## src/rtl/pulse_cond_pkg.sv

```systemverilog
`default_nettype none
// ============================================================================
// Module      : pulse_cond_pkg
// Description : Shared constants for the pulse input conditioner: the 2-bit
//               qualification FSM state encodings and the minimum synchroniser
//               depth.
// Revision    : 1.0 - initial release
// ============================================================================
package pulse_cond_pkg;

  // Qualification FSM states
  localparam logic [1:0] ST_LOW       = 2'd0;
  localparam logic [1:0] ST_QUAL_HIGH = 2'd1;
  localparam logic [1:0] ST_HIGH      = 2'd2;
  localparam logic [1:0] ST_QUAL_LOW  = 2'd3;

  // Shallowest synchroniser that still gives metastability protection
  localparam int MIN_SYNC_STAGES = 2;

endpackage : pulse_cond_pkg
`default_nettype wire

```

## src/rtl/pulse_sync_chain.sv

```systemverilog
`default_nettype none
// ============================================================================
// Module      : pulse_sync_chain
// Description : Multi-flop synchroniser bringing an asynchronous single-bit
//               input into the clk domain.
// Ports       : clk       - destination clock
//               rst_n     - asynchronous active-low reset, clears the chain
//               async_in  - asynchronous input bit
//               sync_out  - synchronised bit (last flop of the chain)
// Revision    : 1.0 - initial release
// ============================================================================
module pulse_sync_chain
  import pulse_cond_pkg::*;
#(
  parameter int SYNC_STAGES = 2
) (
  input  logic clk,
  input  logic rst_n,
  input  logic async_in,
  output logic sync_out
);

  // An illegal depth below the minimum is clamped rather than built short
  localparam int c_stages = (SYNC_STAGES < MIN_SYNC_STAGES) ? MIN_SYNC_STAGES
                                                            : SYNC_STAGES;

  logic [c_stages-1:0] r_chain;

  always_ff @(posedge clk or negedge rst_n) begin
    if (!rst_n) begin
      r_chain <= '0;
    end else begin
      r_chain <= {r_chain[c_stages-2:0], async_in};
    end
  end

  assign sync_out = r_chain[c_stages-1];

endmodule : pulse_sync_chain
`default_nettype wire

```

## src/rtl/pulse_input_conditioner.sv

```systemverilog
`default_nettype none
// ============================================================================
// Module      : pulse_input_conditioner
// Description : Front end for the pulse length converter. Synchronises the
//               raw pulse input, glitch-filters it with a programmable
//               qualification time, and produces registered rise / fall
//               strobes. A programmable holdoff after each accepted rise
//               turns further rises into "rejected" strobes.
// Ports       : IN_CLOCK           - single clock
//               IN_RESET_N         - asynchronous active-low reset
//               IN_RAW_PULSE       - raw pulse, asynchronous to IN_CLOCK
//               IN_FILTER_CLKS     - qualification length N (live)
//               IN_HOLDOFF_CLKS    - holdoff length H (loaded on accepted rise)
//               OUT_FILTERED_LEVEL - debounced level
//               OUT_RISE_PULSE     - strobe on accepted, non-held-off rise
//               OUT_FALL_PULSE     - strobe on accepted fall
//               OUT_REJECTED_PULSE - strobe on rise accepted during holdoff
// Revision    : 1.0 - initial release
// ============================================================================
module pulse_input_conditioner
  import pulse_cond_pkg::*;
#(
  parameter int SYNC_STAGES  = 2,
  parameter int FILTER_BITS  = 4,
  parameter int HOLDOFF_BITS = 3
) (
  input  logic                    IN_CLOCK,
  input  logic                    IN_RESET_N,
  input  logic                    IN_RAW_PULSE,
  input  logic [FILTER_BITS-1:0]  IN_FILTER_CLKS,
  input  logic [HOLDOFF_BITS-1:0] IN_HOLDOFF_CLKS,
  output logic                    OUT_FILTERED_LEVEL,
  output logic                    OUT_RISE_PULSE,
  output logic                    OUT_FALL_PULSE,
  output logic                    OUT_REJECTED_PULSE
);

  localparam logic [FILTER_BITS-1:0]  c_cnt_one  = {{(FILTER_BITS-1){1'b0}}, 1'b1};
  localparam logic [HOLDOFF_BITS-1:0] c_hold_one = {{(HOLDOFF_BITS-1){1'b0}}, 1'b1};

  logic                    w_s;
  logic [1:0]              r_state;
  logic [1:0]              w_state_nxt;
  logic [FILTER_BITS-1:0]  r_cnt;
  logic [FILTER_BITS-1:0]  w_cnt_nxt;
  logic [HOLDOFF_BITS-1:0] r_hold;
  logic                    w_acc_rise;
  logic                    w_acc_fall;
  logic                    w_hold_idle;
  logic                    r_level;
  logic                    r_rise;
  logic                    r_fall;
  logic                    r_rej;

  pulse_sync_chain #(
    .SYNC_STAGES (SYNC_STAGES)
  ) u_sync (
    .clk      (IN_CLOCK),
    .rst_n    (IN_RESET_N),
    .async_in (IN_RAW_PULSE),
    .sync_out (w_s)
  );

  // Qualification FSM. The counter holds how many differing samples have
  // been seen; ">=" lets a lowered N complete immediately instead of
  // waiting for a counter that has already passed it.
  always_comb begin
    w_state_nxt = r_state;
    w_cnt_nxt   = r_cnt;
    w_acc_rise  = 1'b0;
    w_acc_fall  = 1'b0;
    case (r_state)
      ST_LOW: begin
        if (w_s) begin
          if (IN_FILTER_CLKS == '0) begin
            w_acc_rise = 1'b1;
          end else begin
            w_cnt_nxt   = c_cnt_one;
            w_state_nxt = ST_QUAL_HIGH;
          end
        end
      end
      ST_QUAL_HIGH: begin
        if (!w_s) begin
          w_cnt_nxt   = '0;
          w_state_nxt = ST_LOW;
        end else if (r_cnt >= IN_FILTER_CLKS) begin
          w_acc_rise = 1'b1;
        end else begin
          w_cnt_nxt = r_cnt + c_cnt_one;
        end
      end
      ST_HIGH: begin
        if (!w_s) begin
          if (IN_FILTER_CLKS == '0) begin
            w_acc_fall = 1'b1;
          end else begin
            w_cnt_nxt   = c_cnt_one;
            w_state_nxt = ST_QUAL_LOW;
          end
        end
      end
      ST_QUAL_LOW: begin
        if (w_s) begin
          w_cnt_nxt   = '0;
          w_state_nxt = ST_HIGH;
        end else if (r_cnt >= IN_FILTER_CLKS) begin
          w_acc_fall = 1'b1;
        end else begin
          w_cnt_nxt = r_cnt + c_cnt_one;
        end
      end
      default: begin
        w_cnt_nxt   = '0;
        w_state_nxt = ST_LOW;
      end
    endcase

    if (w_acc_rise) begin
      w_state_nxt = ST_HIGH;
      w_cnt_nxt   = '0;
    end
    if (w_acc_fall) begin
      w_state_nxt = ST_LOW;
      w_cnt_nxt   = '0;
    end
  end

  // Holdoff decision uses the counter value from before this edge
  assign w_hold_idle = (r_hold == '0);

  always_ff @(posedge IN_CLOCK or negedge IN_RESET_N) begin
    if (!IN_RESET_N) begin
      r_state <= ST_LOW;
      r_cnt   <= '0;
      r_hold  <= '0;
      r_level <= 1'b0;
      r_rise  <= 1'b0;
      r_fall  <= 1'b0;
      r_rej   <= 1'b0;
    end else begin
      r_state <= w_state_nxt;
      r_cnt   <= w_cnt_nxt;

      // Reload beats decrement; counter saturates at zero
      if (w_acc_rise && w_hold_idle) begin
        r_hold <= IN_HOLDOFF_CLKS;
      end else if (!w_hold_idle) begin
        r_hold <= r_hold - c_hold_one;
      end

      if (w_acc_rise) begin
        r_level <= 1'b1;
      end else if (w_acc_fall) begin
        r_level <= 1'b0;
      end

      r_rise <= w_acc_rise && w_hold_idle;
      r_rej  <= w_acc_rise && !w_hold_idle;
      r_fall <= w_acc_fall;
    end
  end

  assign OUT_FILTERED_LEVEL = r_level;
  assign OUT_RISE_PULSE     = r_rise;
  assign OUT_FALL_PULSE     = r_fall;
  assign OUT_REJECTED_PULSE = r_rej;

endmodule : pulse_input_conditioner
`default_nettype wire

```

## config.mk

```make
export PLATFORM = sky130hd
export DESIGN_NAME = pulse_input_conditioner
export DESIGN_NICKNAME = d
export VERILOG_FILES = /design/src/rtl/pulse_cond_pkg.sv /design/src/rtl/pulse_sync_chain.sv /design/src/rtl/pulse_input_conditioner.sv
export SDC_FILE = /design/constraint.sdc
export NUM_CORES = 1
export LEC_CHECK = 0
export BUFFER_PORTS_ARGS = -buffer_cell sky130_fd_sc_hd__buf_2
export CAP_MARGIN = 25
export CELL_PAD_IN_SITES_DETAIL_PLACEMENT = 0
export CELL_PAD_IN_SITES_GLOBAL_PLACEMENT = 1
export CORE_ASPECT_RATIO = 1.4
export CORE_MARGIN = 2
export CORE_UTILIZATION = 41
export CTS_BUF_LIST = sky130_fd_sc_hd__clkbuf_16
export CTS_CLUSTER_SIZE = 14
export DETAILED_ROUTE_END_ITERATION = 8
export GPL_TIMING_DRIVEN = 1
export MAX_ROUTING_LAYER = met4
export PLACE_DENSITY_LB_ADDON = 0.12
export SYNTH_ARGS = -nofsm -noshare
export SYNTH_HDL_FRONTEND = slang
export SYNTH_SLANG_ARGS = --single-unit
```

## constraint.sdc

```tcl
create_clock -name IN_CLOCK -period 1.95 [get_ports IN_CLOCK]
set_input_delay 0.39 -clock IN_CLOCK [delete_from_list [all_inputs] [get_ports IN_CLOCK]]
set_output_delay 0.39 -clock IN_CLOCK [all_outputs]
set_load 0.01 [all_outputs]
```

## Word level (Yosys, flattened, before mapping)

Cells that the tools add are included.

| word-level totals | value |
|---|---|
| register bits | 15 |

| operators by class | value |
|---|---|
| add/sub/neg operators | 2 |
| magnitude comparators | 1 |
| equal/unequal tests | 10 |
| mux-type cells | 30 |
| reductions and logical operators | 9 |

Operator list:

| cell | number |
|---|---|
| 4-bit 2-to-1 mux | 8 |
| 2-bit 2-to-1 mux | 8 |
| 4-bit != test, second input constant | 4 |
| 4-bit one-hot mux with 4 select lines | 1 |
| 1-bit 2-to-1 mux | 8 |
| 4-bit by 3-bit != test with 1-bit output, second input constant | 2 |
| 2-bit one-hot mux with 4 select lines | 1 |
| 3-bit 2-to-1 mux | 2 |
| 6-bit AND reduction | 1 |
| 4-bit by 1-bit adder with 4-bit output, second input constant | 1 |
| 2-bit == test, second input constant | 2 |
| 4-bit >= comparator | 1 |
| 4-bit zero test | 1 |
| 1-bit one-hot mux with 2 select lines | 2 |
| 3-bit zero test | 1 |
| 3-bit by 1-bit subtractor with 3-bit output, second input constant | 1 |
| 2-bit by 1-bit == test with 1-bit output, second input constant | 1 |
| 1-bit logical AND | 2 |
| 2-bit zero test | 1 |
| 2-bit by 1-bit != test with 1-bit output, second input constant | 1 |
| 2-bit AND reduction | 1 |
| 2-bit nonzero test | 1 |
| 1-bit zero test | 1 |

## Longest topological paths before layout

| depth | value |
|---|---|
| depth in word-level cells | 6 |
| gate-level depth with buffers | 7 |

## Cells and area by module

A second synthesis with hierarchy kept.

| second synthesis, totals | value |
|---|---|
| cells, all modules | 78 |
| area total of the unflattened synthesis | 835.8 µm² |

Modules (own cells, without submodules):

| module | instances | cells each | area each (µm²) | sequential area each (µm²) |
|---|---|---|---|---|
| pulse_input_conditioner | 1 | 76 | 785.8 | 325.3 |
| pulse_sync_chain | 1 | 2 | 50.0 | 50.0 |

## Least setup slack after synthesis

No wires, ideal clock.

| timing | value |
|---|---|
| kind | register -> register |
| start point | register r_cnt[0] |
| end point | register r_hold[0] |
| setup time | 0.129 ns |
| data arrival time | 1.429 ns |
| required time | 1.821 ns |
| slack | 0.393 ns |
| cell stages (with the launch flop) | 8 |
| path buffers | 1 |
| cells stage by stage | dfrtp_1 inv_1 ha_1 nor3b_1 o211ai_1 buf_2 a41oi_1 mux2i_1 |

| between the ends | value |
|---|---|
| longest elaborated chain between the ends | 6 |
| elaborated cells on any way between the ends | 7 |
| those cells by class | 1 x order compare; 1 x eq/ne; 4 x mux; 1 x reduce/logical |

Ends and longest elaborated chain:

| what | RTL line | text |
|---|---|---|
| start, declared | pulse_input_conditioner.sv:44 | `logic [FILTER_BITS-1:0] r_cnt;` |
| start signal, assigned | pulse_input_conditioner.sv:143 | `r_cnt <= w_cnt_nxt;` |
| 4-bit >= comparator * | pulse_input_conditioner.sv:87 | `end else if (r_cnt >= IN_FILTER_CLKS) begin` |
| 1-bit 2-to-1 mux * | pulse_input_conditioner.sv:87 |  |
| 1-bit 2-to-1 mux * | pulse_input_conditioner.sv:84 | `if (!w_s) begin` |
| 1-bit one-hot mux with 2 select lines * | pulse_input_conditioner.sv:72 | `case (r_state)` |
| 1-bit logical AND * | pulse_input_conditioner.sv:146 | `if (w_acc_rise && w_hold_idle) begin` |
| 2-bit by 1-bit != test with 1-bit output (no line) / 3-bit 2-to-1 mux (equally long branches) | n/a |  |
| end signal, assigned | pulse_input_conditioner.sv:149 | `r_hold <= r_hold - c_hold_one;` |
| end, declared | pulse_input_conditioner.sv:46 | `logic [HOLDOFF_BITS-1:0] r_hold;` |

Mark *: on every way between the ends. The rest lies on a longest branch, timed or not.
A chain may end at the register's enable or synchronous reset.

## Worst setup path after layout

Ends and elaborated chain as after synthesis.

==> flow_summary_export.csv <==
group,metric,value,unit
run_status,outcome,"complete, no violations",
pwr,cellPowerDensity,1420,nW/um^2
detailed_routing,vias_per_cell,5.61,
critical_path,startpoint_type,"flop",
timing,rsz0062_at_grt,"false",
cells_and_area,finalInstanceArea,1000,sq um
die,rows,19,
synthesis,synth_area,818,sq um
cells_and_area,num_antenna_cells,0,
global_routing,antenna_found_initial,0,
timing,whs,41.5,ps
timing,fin_tns_setup,0,ps
detailed_routing,wl_met1,557,um
detailed_routing,post-route-drc-count,0,
synthesis,yosys_warnings,0,
clock_tree,clk_latency,240,ps
place,io_buffers,13,
clock_tree,cts_max_path_buffers,2,
synthesis,syn_nets,92,
place,dp_hpwl,1.17,mm
synthesis,yosysTopAreaCellShare,45.9,%
synthesis,synthFlopType,"dfrtp_1",
timing,max_freq,0.595,GHz
synthesis,yosysMostFrequentCell,"dfrtp_1",
detailed_routing,vias,639,
cells_and_area,drive_gt1_share,24.7,%
die,initial_utilization,42.5,%
critical_path,path_max_fanout,11,
timing,max_slew_margin,63.8,%
global_routing,track_usage,16.0,%
clock_tree,cts_setup_buffers,0,
pwr,finalPower,1.42,mW
pwr,peakVddDrop,0.000826,V
timing,maxSlewViolCount,0,
timing,finalCriticalPeriod,1680,ps
detailed_routing,wl_met3,60,um
global_routing,grt_max_degree,16,
timing,timing.final.crit_share,86.2,%
synthesis,synth_area_leaders,"dfrtp_1 (46%), ha_1 (11%), inv_1 (4.6%)",
synthesis,netlist_top_cells_count,"dfrtp_1 (15), inv_1 (10), ha_1 (7)",
cells_and_area,nets,111,
critical_path,arrival,1800,ps
die,die_x,41.8,um
critical_path,end_kind,"flop",
cells_and_area,syn_to_final_growth,22.2,%
synthesis,synth_seq_area_share,45.9,%
clock_tree,clkSinkCount,15,
place,place_area,920,sq um
run,drv_cap,0,
detailed_routing,top_layer_used,"met4",
synthesis,synth_area_per_cell,10.9,sq um
synthesis,yosys_register_bits,15,
detailed_routing,drt-initial-drc-count,6,
critical_path,r2r_start,"r_cnt[0]$_DFFE_PN0P_",
synthesis,synthCells,75,
timing,clock_skew,4.85,ps
die,die_h,56.9,um
clock_tree,tritoncts,"built",
place,gp_congestion,0.768,
die,placeableCoreArea,1930,sq um
critical_path,crit_type,"reg -> reg",
place,post-place-ws,177,ps
synthesis,netlist-cell-type-count,26,
critical_path,critPathRequiredTime,2070,ps
timing,setup_viol,0,
detailed_routing,post_drt_wl_per_cell,13.0,um
clock_tree,numCtsBuffers,3,
timing,hold_violations,0,
detailed_routing,ant_nets,0,
clock_tree,cts_hold_buf,0,
critical_path,startpoint,"r_cnt[0]$_DFFE_PN0P_",
synthesis,synth_edf_count,0,
clock_tree,path_clk_slew,50,ps
timing,finalWorstSetupSlack,269,ps
synthesis,synthArstFlopShare,100,%
clock_tree,clockRootBuffer,"clkbuf_16",
detailed_routing,firstDrtPassIters,3,
global_routing,grt_first_pass_wirelength,2.70,mm
global_routing,overflow,0,
die,pin_count,14,
detailed_routing,dr_wl_met2,825,um
hold_path,min_path_type,"in -> async",
detailed_routing,routed_wl,1.48,mm
synthesis,yosys.area.top_type,"dfrtp_1",
clock_tree,ctsResizeCount,0,
clock_tree,htree_levels,1,
pwr,cellLeakagePower,0.496,nW
timing,tightestPinTransition,542,ps
die,die_area,2370,sq um
global_routing,grt_pass1_vias,652,
[power breakdown]
group	leakage, nW	internal (mW)	switching [mW]
clock	0.0409	0.273	0.119
sequential	0.186	0.405	0.0616
combinational	0.269	0.260	0.303
[per-stage QoR]
| step | cells | util, % |
|---|---|---|
| finish | 114 | 51.9 |
| global route | 114 | 51.9 |
| CTS | 114 | 51.9 |
| detailed placement | 110 | 47.8 |
| global placement | 110 | 47.8 |
| floorplan | 75 | - |
[sequential cells by signal, indices dropped and copies added (netlist names)]
register and cells:
r_cnt 4, r_hold 3, r_state 2, u_sync.r_chain 2, OUT_FALL_PULSE 1, OUT_FILTERED_LEVEL 1, OUT_REJECTED_PULSE 1, OUT_RISE_PULSE 1
[cell families (layout without fill, tap and decap cells)]
group,Yosys count,after routing,synth area share (%)
multiplexers,2,2,2.45
flip-flops,15,15,45.9
buffers and inverters,11,29,5.20
adder cells (fa/ha/maj),7,7,10.7
AND/OR/NAND/NOR,19,19,13.9
AO/OA/AOI/OAI,18,18,18.7
XOR/XNOR,3,3,3.21
[cells in the final DEF, fill, tap and decap left out, types with 3 or more instances in the layout]
master	count
inv_1	10
o21ai_1	3
ha_1	7
o211ai_1	3
clkbuf_16	3
buf_2	13
a31o_1	4
nor2_1	4
nor2b_1	3
dfrtp_1	15
[final cells by class]
type	count	area, sq um
Tap cell	21	26.3
Inverter	10	37.5
Sequential cell	15	375
Fill cell	180	926
Timing Repair Buffer	15	80.1
Clock inverter	1	5.00
Multi-Input combinational cell	49	400
Clock buffer	3	75.1
[worst paths after layout]
path                            slack, ps  cells after the start                            to
worst max-delay path                  270                      7         r_hold[0]$_DFFE_PN0P_
worst min-delay path                   40                      1  OUT_REJECTED_PULSE$_DFF_PN0_
worst max register to register        270                      7         r_hold[0]$_DFFE_PN0P_
worst min register to register        340                      0   u_sync.r_chain[1]$_DFF_PN0_
max in group asynchronous            1650                      1          r_cnt[1]$_DFFE_PN0P_
min in group IN_CLOCK                 250                      1   u_sync.r_chain[0]$_DFF_PN0_
[critical path: stages (launching register included)]
cell	delay (ps)
dfrtp_1	390
inv_1	70
ha_1	270
nor3b_1	190
o211ai_1	130
buf_4	190
a41oi_1	210
mux2i_1	100
[per-layer routing]
layer  track usage, %  vias up
met5                -        -
met2             28.1       10
met1             15.3      322
met3             4.18        5
li1                 -      302
met4             9.68        0
Power figures use the tool's default switching activity.
